`config.mk`:
```
export PLATFORM = sky130hd
export DESIGN_NAME = fft_frame_collect
export DESIGN_NICKNAME = d
export VERILOG_FILES = /design/src/rtl/fft_frame_collect.sv
export SDC_FILE = /design/constraint.sdc
export NUM_CORES = 1
export LEC_CHECK = 0
export ABC_AREA = 1
export BUFFER_PORTS_ARGS = -buffer_cell sky130_fd_sc_hd__buf_2
export CAP_MARGIN = 10
export CORE_AREA = 3 3 216 218
export DETAILED_ROUTE_END_ITERATION = 6
export DIE_AREA = 0 0 219 221
export GPL_TIMING_DRIVEN = 0
export PLACE_DENSITY = 0.68
export SYNTH_ARGS = -nofsm -noshare
export SYNTH_HDL_FRONTEND = slang
export SYNTH_SLANG_ARGS = --single-unit
```
`constraint.sdc`:
```
create_clock -name clk -period 1.9 [get_ports clk]
set_input_delay 0.38 -clock clk [delete_from_list [all_inputs] [get_ports clk]]
set_output_delay 0.38 -clock clk [all_outputs]
set_load 0.05 [all_outputs]
```
`src/rtl/fft_frame_collect.sv`:
```
// Assembles 16 serial FFT bins into a frame and presents it with a 1-cycle fft_valid pulse (latency 1 after 16th accept).
// Backpressure: in_ready is low from the present cycle until ana_done; bins offered then are dropped and flag overrun.
module fft_frame_collect #(
    parameter int DW          = 16,
    parameter bit BIT_REVERSE = 1'b1
) (
    input  logic                 clk,
    input  logic                 rst,
    input  logic                 in_valid,
    input  logic signed [DW-1:0] in_real,
    input  logic signed [DW-1:0] in_imag,
    output logic                 in_ready,
    input  logic                 ana_done,
    output logic                 fft_valid,
    output logic [2*DW-1:0]      fft_d0,
    output logic [2*DW-1:0]      fft_d1,
    output logic [2*DW-1:0]      fft_d2,
    output logic [2*DW-1:0]      fft_d3,
    output logic [2*DW-1:0]      fft_d4,
    output logic [2*DW-1:0]      fft_d5,
    output logic [2*DW-1:0]      fft_d6,
    output logic [2*DW-1:0]      fft_d7,
    output logic [2*DW-1:0]      fft_d8,
    output logic [2*DW-1:0]      fft_d9,
    output logic [2*DW-1:0]      fft_d10,
    output logic [2*DW-1:0]      fft_d11,
    output logic [2*DW-1:0]      fft_d12,
    output logic [2*DW-1:0]      fft_d13,
    output logic [2*DW-1:0]      fft_d14,
    output logic [2*DW-1:0]      fft_d15,
    output logic [7:0]           frame_cnt,
    output logic                 overrun
);

    typedef enum logic [1:0] {S_FILL = 2'd0, S_PRESENT = 2'd1, S_WAIT = 2'd2} state_t;

    state_t          state_q, state_d;
    logic [3:0]      idx_q, idx_d;
    logic [2*DW-1:0] slot_q [16];
    logic [2*DW-1:0] slot_d [16];
    logic [7:0]      frame_cnt_q, frame_cnt_d;
    logic            overrun_q, overrun_d;
    logic            in_ready_q, in_ready_d;
    logic            fft_valid_q, fft_valid_d;
    logic            accept;

    function automatic logic [3:0] slot_of(input logic [3:0] k);
        slot_of = BIT_REVERSE ? {k[0], k[1], k[2], k[3]} : k;
    endfunction

    assign accept = in_valid & in_ready_q;

    always_comb begin
        state_d     = state_q;
        idx_d       = idx_q;
        slot_d      = slot_q;
        frame_cnt_d = frame_cnt_q;
        overrun_d   = overrun_q | (in_valid & ~in_ready_q);
        case (state_q)
            S_FILL: begin
                if (accept) begin
                    slot_d[slot_of(idx_q)] = {in_real, in_imag};
                    idx_d = idx_q + 4'd1;
                    if (idx_q == 4'd15) begin
                        state_d = S_PRESENT;
                    end
                end
            end
            S_PRESENT: begin
                frame_cnt_d = frame_cnt_q + 8'd1;
                state_d     = S_WAIT;
            end
            S_WAIT: begin
                if (ana_done) begin
                    state_d = S_FILL;
                end
            end
            default: state_d = S_FILL;
        endcase
        // Handshake outputs are registered copies of the next-state decode.
        in_ready_d  = (state_d == S_FILL);
        fft_valid_d = (state_d == S_PRESENT);
    end

    always_ff @(posedge clk or negedge rst) begin
        if (!rst) begin
            state_q     <= S_FILL;
            idx_q       <= '0;
            frame_cnt_q <= '0;
            overrun_q   <= 1'b0;
            in_ready_q  <= 1'b1;
            fft_valid_q <= 1'b0;
            for (int i = 0; i < 16; i++) begin
                slot_q[i] <= '0;
            end
        end else begin
            state_q     <= state_d;
            idx_q       <= idx_d;
            frame_cnt_q <= frame_cnt_d;
            overrun_q   <= overrun_d;
            in_ready_q  <= in_ready_d;
            fft_valid_q <= fft_valid_d;
            for (int i = 0; i < 16; i++) begin
                slot_q[i] <= slot_d[i];
            end
        end
    end

    assign in_ready  = in_ready_q;
    assign fft_valid = fft_valid_q;
    assign frame_cnt = frame_cnt_q;
    assign overrun   = overrun_q;
    assign fft_d0    = slot_q[0];
    assign fft_d1    = slot_q[1];
    assign fft_d2    = slot_q[2];
    assign fft_d3    = slot_q[3];
    assign fft_d4    = slot_q[4];
    assign fft_d5    = slot_q[5];
    assign fft_d6    = slot_q[6];
    assign fft_d7    = slot_q[7];
    assign fft_d8    = slot_q[8];
    assign fft_d9    = slot_q[9];
    assign fft_d10   = slot_q[10];
    assign fft_d11   = slot_q[11];
    assign fft_d12   = slot_q[12];
    assign fft_d13   = slot_q[13];
    assign fft_d14   = slot_q[14];
    assign fft_d15   = slot_q[15];

endmodule
```
Word-level counts from Yosys, hierarchy flattened

Cells that the tools add are included.

Register bits: 529
Input port bits: 36
Output and inout port bits: 523
Word-level logic and storage cells: 46

$add $sub $neg: 2
Magnitude comparators: 2
Equal/unequal tests: 4
Mux-type cells: 7
Bitwise operators: 5
Reductions and logical operators: 4

Operator list:

| operator                                                             | count |
|---|---|
| 512-bit bitwise mux                                                  | 1 |
| 32-bit demux with 4-bit select                                       | 1 |
| 32-bit two-way mux                                                   | 1 |
| 8-bit by 1-bit adder with 8-bit output, second input constant        | 1 |
| 2-bit two-way mux                                                    | 3 |
| 2-bit one-hot mux with 3 select lines                                | 1 |
| 5-bit >= comparator, second input constant                           | 1 |
| 5-bit by 1-bit < comparator with 1-bit output, second input constant | 1 |
| 4-bit NOT with 5-bit output                                          | 1 |
| 4-bit by 1-bit adder with 4-bit output, second input constant        | 1 |
| 2-bit by 1-bit == test with 1-bit output, second input constant      | 2 |
| 4-bit == test, second input constant                                 | 1 |
| 2-bit zero test                                                      | 2 |
| 1-bit bitwise AND                                                    | 2 |
| 2-bit == test, second input constant                                 | 1 |
| 2-bit AND reduction                                                  | 1 |
| 1-bit logical AND                                                    | 1 |
| 1-bit NOT                                                            | 1 |
| 1-bit bitwise OR                                                     | 1 |

Logic depth before layout (Yosys ltp)

Gate-level depths: netlist (run 1).

Depth after elaboration: 6
Mapped depth: 8
Depth with buffers taken out: 7

Worst setup path after synthesis (run 1)

OpenSTA, ideal clock, no wires.

Path kind: register -> register
Start point: register in_ready_q, in the netlist in_ready
End point: register slot_q (netlist bit fft_d1[23])
Data arrival time: 1.681 ns
Data required time: 1.772 ns
Setup slack: 0.091 ns
Stages on the path, launching flop included: 8
Period minus slack after synthesis: 1.809 ns
Cells stage by stage: dfstp_2 nand2_1 nor2_8 buf_12 nand2_4 buf_6 nand2_1 o21ai_2

Word-level cells in the longest chain between the ends: 2

Ends and longest elaborated chain:

| item                            | line | source |
|---|---|---|
| from (decl)                     | 43   | `logic in_ready_q, in_ready_d;` |
| from (signal assigned)          | 101  | `in_ready_q <= in_ready_d;` |
| 1-bit bitwise AND               | 51   | `assign accept = in_valid & in_ready_q;` |
| 2-bit AND reduction (no line)   | -    |  |
| to (signal, indexed assignment) | 104  | `slot_q[i] <= slot_d[i];` |
| to (decl)                       | 39   | `logic [2*DW-1:0] slot_q [16];` |

Every way passes these cells.
A chain may end at the register's enable or synchronous reset.

Worst setup path after layout (run 1)

Start point: register in_ready_q, in the netlist in_ready
End point: register slot_q (netlist bit fft_d4[17])

Same word-level chain as after synthesis.

==> results of run 1 <==
worst min path at each step:
stage,from,end,cells after the start
floorplan,rst,fft_d0[0],0
global placement,overrun,overrun,1
detailed placement,rst,fft_d6[18],1
CTS,in_valid,overrun,3
global route,in_valid,overrun,3
finish,in_valid,overrun,3
placed cells by master (no fill, tap or decap), types with 3 or more instances in the layout:
master	count
clkinv_2	7
nand2_1	534
clkbuf_8	17
inv_1	49
o21ai_1	186
bufinv_16	7
clkbuf_2	25
ha_1	5
clkbuf_16	55
clkbuf_4	3
nand2_8	3
nand2_2	8
buf_16	5
buf_6	43
o21ai_0	288
nand3_1	4
clkbuf_1	47
clkinvlp_4	4
nor2_1	25
nand2_4	7
o21ai_2	39
dfrtp_1	528
buf_2	572
xor2_1	5
final cells by class:
cell class | instances | area (um^2) | area share [%]
Multi-Input combinational cell | 1112 | 5210 | 20.7
Tap cell | 600 | 751 | 2.98
Clock buffer | 77 | 1630 | 6.47
Timing Repair Buffer | 565 | 2970 | 11.8
Clock inverter | 20 | 299 | 1.19
Inverter | 50 | 189 | 0.750
Buffer | 130 | 888 | 3.53
Sequential cell | 529 | 13200 | 52.6
logic make-up (layout without fill, tap and decap cells):
logic type | after synthesis | in the layout | synth area share (%)
buffers and inverters | 180 | 842 | 5.30
and+or+nand+nor | 584 | 585 | 11.9
muxes | 1 | 1 | 0.0580
AOI/OAI and AO/OA | 514 | 514 | 14.0
adders and majority gates | 5 | 5 | 0.322
DFF | 529 | 529 | 68.1
xor gates and xnor gates | 7 | 7 | 0.316
worst max-delay path: cells and delay by family, from the launching register on:
kind | cells | cell delay (ns)
AND/OR/NAND/NOR | 4 | 0.65
flip-flops | 1 | 0.55
buffers and inverters | 2 | 0.41
AO/OA/AOI/OAI | 1 | 0.06
synthesized netlist by cell type:
library cell  number
xnor2_1            2
nand3b_1           2
nand2_4            8
nand2_2            9
buf_2             11
o21bai_1           1
nand3_1            4
buf_6             43
dfstp_2            1
clkbuf_1          75
o21ai_1          185
mux2_2             1
inv_1             49
clkinv_2           1
nor2_1            25
ha_1               5
buf_12             1
dfrtp_1          528
nand2_1          535
nor2_8             1
o21ai_0          289
o21ai_2           39
xor2_1             5
routing by layer:
| metal | up-vias | routed length (um) | track usage (%) |
|---|---|---|---|
| met2 | 704 | 32700 | 45.9 |
| met5 | - | 13 | 0 |
| met4 | 2 | 2660 | 10.9 |
| met1 | 8071 | 26300 | 34.9 |
| li1 | 7202 | - | - |
| met3 | 152 | 5880 | 7.33 |
per-stage QoR:
stage	hold slack (ns)	cell area, um^2	utilization (%)	std cells	setup TNS, ns
2_1_floorplan	0.0844	19400	-	1820	0
3_3_place_gp	0.457	23000	50.9	2978	-5167.92
3_5_place_dp	0.292	23100	51.3	2983	-19.66
4_1_cts	0.0158	25100	55.7	3083	0
5_1_grt	0.0588	25200	55.8	3083	-0.676
6_report	0.0575	25200	55.8	3083	0
repair_timing:
action | in CTS | in global routing
pin swaps | 1 | 0
hold buffers | 2 | 0
hold endpoints to repair | 42 | 0
setup endpoints to repair | 168 | 139
cloned | 1 | 0
gates resized for setup | 24 | 35
==> results.cfg, run 1 <==
[sta]
final_max_slew_viol_count = 0
fmax_ghz = 0.549
fin_skew_ns = 0.0180
final_hold_viol_count = 0
postLayoutSetupSlackWorst_ns = 0.0773
setup_viol = 0
worst_pin_slew_ns = 1.06
post-route-period-util_pct = 95.9
slew_headroom_pct = 29.4
rsz0062_at_grt = yes
period_minus_slack_ns = 1.82

[clocking]
clk_pin_slew_ns = 0.06
clk_path_buf_depth = 3
clkLatencyLatePin_ns = 0.59
cts_made_buffers = 54
cts.sinks = 529
htree_levels = 2
post-cts-setup-buffers = 0
clockRootBuffer = clkbuf_16
cts_tree = done

[die]
coreArea_um2 = 45100
row_count = 78
die_y_um = 221
initial_utilization_pct = 43.1
die_area_um2 = 48400
fp.dieW_um = 219
ios = 559

[setup_path]
start_kind = flop
cp-end-kind = flop
crit_path_start = in_ready
cp_cell_sequence = nand2_2 > nor2_4 > buf_12 > nand2_4 > buf_6 > nand2_1 > o21ai_2
crit_type = flop to flop
rr_worst_depth = 7
cpMaxStageDelayCell = dfstp_2
slowest_delay_ns = 0.55
rr_endpoint = fft_d4[17]
crit_fanout = 10
reg2reg_slack_ns = 0.08
cp.required_ns = 2.35
endpoint = fft_d4[17]
r2r_start = in_ready
arrival_ns = 2.27

[global_route]
grt_pass1_wl_um = 102000
grt_overflow_total = 0
grt_max_degree = 125
antenna_found_initial = 1
grt_pass1_vias = 16200
grt_usage_pct = 27.7

[place]
gp_congestion = 0.859
dpl_worst_slack_ns = -0.202
placement.io_buffers = 558
hpwl_um = 49200

[logic_synthesis]
syn_inst = 1820
yosysSeqAreaShare_pct = 68.1
synth_area_um2 = 19400
yosys.area.top_type = dfrtp_1
postSynthAreaPerCell_um2 = 10.7
synth_area_leaders = dfrtp_1, nand2_1, o21ai_0
synth_nets = 1861
ys_ff_latch = 529
synth.distinct_cells = 23
synth_top_area_share_pct = 68.0
synth_warnings = 0

[drt]
dr.pass1.iters = 6
antenna_left = 0
drcViolationCount = 0
routed_via_density = 5.23
num_vias = 16100
drt_wl_total_um = 67600
drt_iter0_drc = 1507
wire_per_inst_um = 21.9

[layout]
synthToLayoutAreaGrowth_pct = 29.6
num_antenna_cells = 0
fillers = 3943
fin_nets = 2483
drive_gt1_share_pct = 32.4

[flow_run]
maxCapViolations = 0

[hold_path]
min_path_type = input port to flop

[status]
status = finished, final reports clean
Power of run 1 is left out: the tool's default activity adds up to more than one toggle a clock period on the data nets, which glitch-free logic cannot reach.
==> run 2, diff against run 1 <==
--- a/config.mk
+++ b/config.mk
@@ -9,6 +9,7 @@
 export BUFFER_PORTS_ARGS = -buffer_cell sky130_fd_sc_hd__buf_2
 export CAP_MARGIN = 10
 export CORE_AREA = 3 3 216 218
+export CTS_BUF_LIST = sky130_fd_sc_hd__clkbuf_16
 export DETAILED_ROUTE_END_ITERATION = 6
 export DIE_AREA = 0 0 219 221
 export GPL_TIMING_DRIVEN = 0
==> run 2 against run 1 <==
  * Wire length is 0.31% higher
  * Cell area is 0.57% lower
  * Flip-flop and latch count stayed put
  * Final cell count stayed put
  * Critical path type unchanged
  * Clock skew is 0.0030 ns lower
  * Count of clock-buffer cells in the layout is 22 lower
  * Die area stayed put
  * Non-clock buffer count stayed put
  * Critical path depth stayed put
  * Utilization is 0.32 points lower
==> results.cfg, run 2 (synthesis gave the netlist of run 1 again) <==
[drt]
wire_per_inst_um = 22.0
routed_via_density = 5.22
drt_iter0_drc = 1523
drcViolationCount = 0
drt_wl_total_um = 67800
num_vias = 16100
antenna_left = 0
dr.pass1.iters = 7

[clocking]
clk_pin_slew_ns = 0.06
cts.sinks = 529
cts_made_buffers = 54
clk_path_buf_depth = 3
clkLatencyLatePin_ns = 0.59
post-cts-setup-buffers = 0
htree_levels = 2
cts_tree = done
clockRootBuffer = clkbuf_16

[setup_path]
cpMaxStageDelayCell = dfstp_2
cp_cell_sequence = nand2_2 > nor2_4 > buf_12 > nand2_4 > buf_6 > nand2_1 > o21ai_1
crit_type = flop to flop
path_buf_inv = 2
cp.required_ns = 2.35
crit_fanout = 10
start_kind = flop
slowest_delay_ns = 0.55
arrival_ns = 2.27
path_delay_family = simple AND/OR/NAND/NOR gates
cp-end-kind = flop

[flow_run]
maxCapViolations = 0

[die]
fp.dieW_um = 219
die_y_um = 221
initial_utilization_pct = 43.1
die_area_um2 = 48400
ios = 559
coreArea_um2 = 45100
row_count = 78

[global_route]
grt_pass1_wl_um = 102000
grt_max_degree = 125
grt_pass1_vias = 16100
grt_overflow_total = 0
grt_usage_pct = 27.8
antenna_found_initial = 1

[layout]
fin_nets = 2483
final_cell_mix = buf_2, nand2_1, dfrtp_1
final_common_cell = buf_2
num_antenna_cells = 0
fillers = 3971
drive_gt1_share_pct = 31.7
synthToLayoutAreaGrowth_pct = 28.8

[sta]
final_hold_viol_count = 0
fin_skew_ns = 0.0151
fmax_ghz = 0.547
rsz0062_at_grt = yes
setup_viol = 0
hold_slack_ns = 0.0546
post-route-period-util_pct = 96.2
worst_pin_slew_ns = 1.02
slew_headroom_pct = 31.9
final_max_slew_viol_count = 0
period_minus_slack_ns = 1.83

[place]
placement.io_buffers = 558
gp_congestion = 0.859
hpwl_um = 49200

[status]
status = finished, final reports clean

[hold_path]
min_path_type = input port to flop
## run 2: final timing paths
kind | start | to | slack (ns) | cells past startpoint
worst max-delay path | in_ready | fft_d1[25] | 0.07 | 7
worst min-delay path | in_valid | overrun | 0.05 | 3
min in group asynchronous | rst | fft_d6[18] | 0.36 | 3
worst min register to register | overrun | overrun | 0.47 | 1
max in group asynchronous | rst | fft_d14[5] | 0.17 | 5
worst max register to register | in_ready | fft_d1[25] | 0.07 | 7
## run 2: repair_timing
action                                  4_1_cts  5_1_grt
endpoints found under the setup margin      169      149
cloned                                        1        0
endpoints found under the hold margin        42        0
resized for setup                            23       39
hold buffers                                  2        0
pin swaps                                     1        0
## run 2: stage by stage
stage | area (um^2) | worst slack (ns) | TNS (ns) | cells | util [%]
after floorplan | 19400 | 0.0909 | 0 | 1820 | -
after global placement | 23000 | -9.82 | -5167.92 | 2978 | 50.9
final | 25000 | 0.0730 | 0 | 3083 | 55.5
after global routing | 25000 | -0.0614 | -0.807 | 3083 | 55.5
after CTS | 25000 | 0.0117 | 0 | 3083 | 55.3
after detailed placement | 23100 | -0.202 | -19.66 | 2983 | 51.3
## run 2: final cells by class
| class | count | area, um^2 | area share, % |
|---|---|---|---|
| tap | 600 | 751 | 3.00 |
| sequential | 529 | 13200 | 52.9 |
| inverter | 50 | 189 | 0.755 |
| clock buffer | 55 | 1380 | 5.50 |
| buffer | 130 | 888 | 3.55 |
| multi-input combinational | 1112 | 5240 | 20.9 |
| timing repair buffer | 565 | 2970 | 11.9 |
| clock inverter | 42 | 382 | 1.52 |
## run 2: layer usage
layer | GRT usage [%] | share of wire [%] | wire (um) | up-vias
met1 | 34.8 | 39 | 26500 | 8044
li1 | - | - | - | 7200
met4 | 10.7 | 3.9 | 2630 | 2
met5 | 0 | 0.019 | 13 | -
met2 | 46.0 | 48 | 32900 | 715
met3 | 7.37 | 8.6 | 5820 | 147
## run 2: worst reg2reg max path, stage by stage, from the launching register on
cell and delay, ns:
dfstp_2 0.55, nand2_2 0.15, nor2_4 0.24, buf_12 0.23, nand2_4 0.17, buf_6 0.22
nand2_1 0.07, o21ai_1 0.06
Power of run 2 is left out for the same reason.
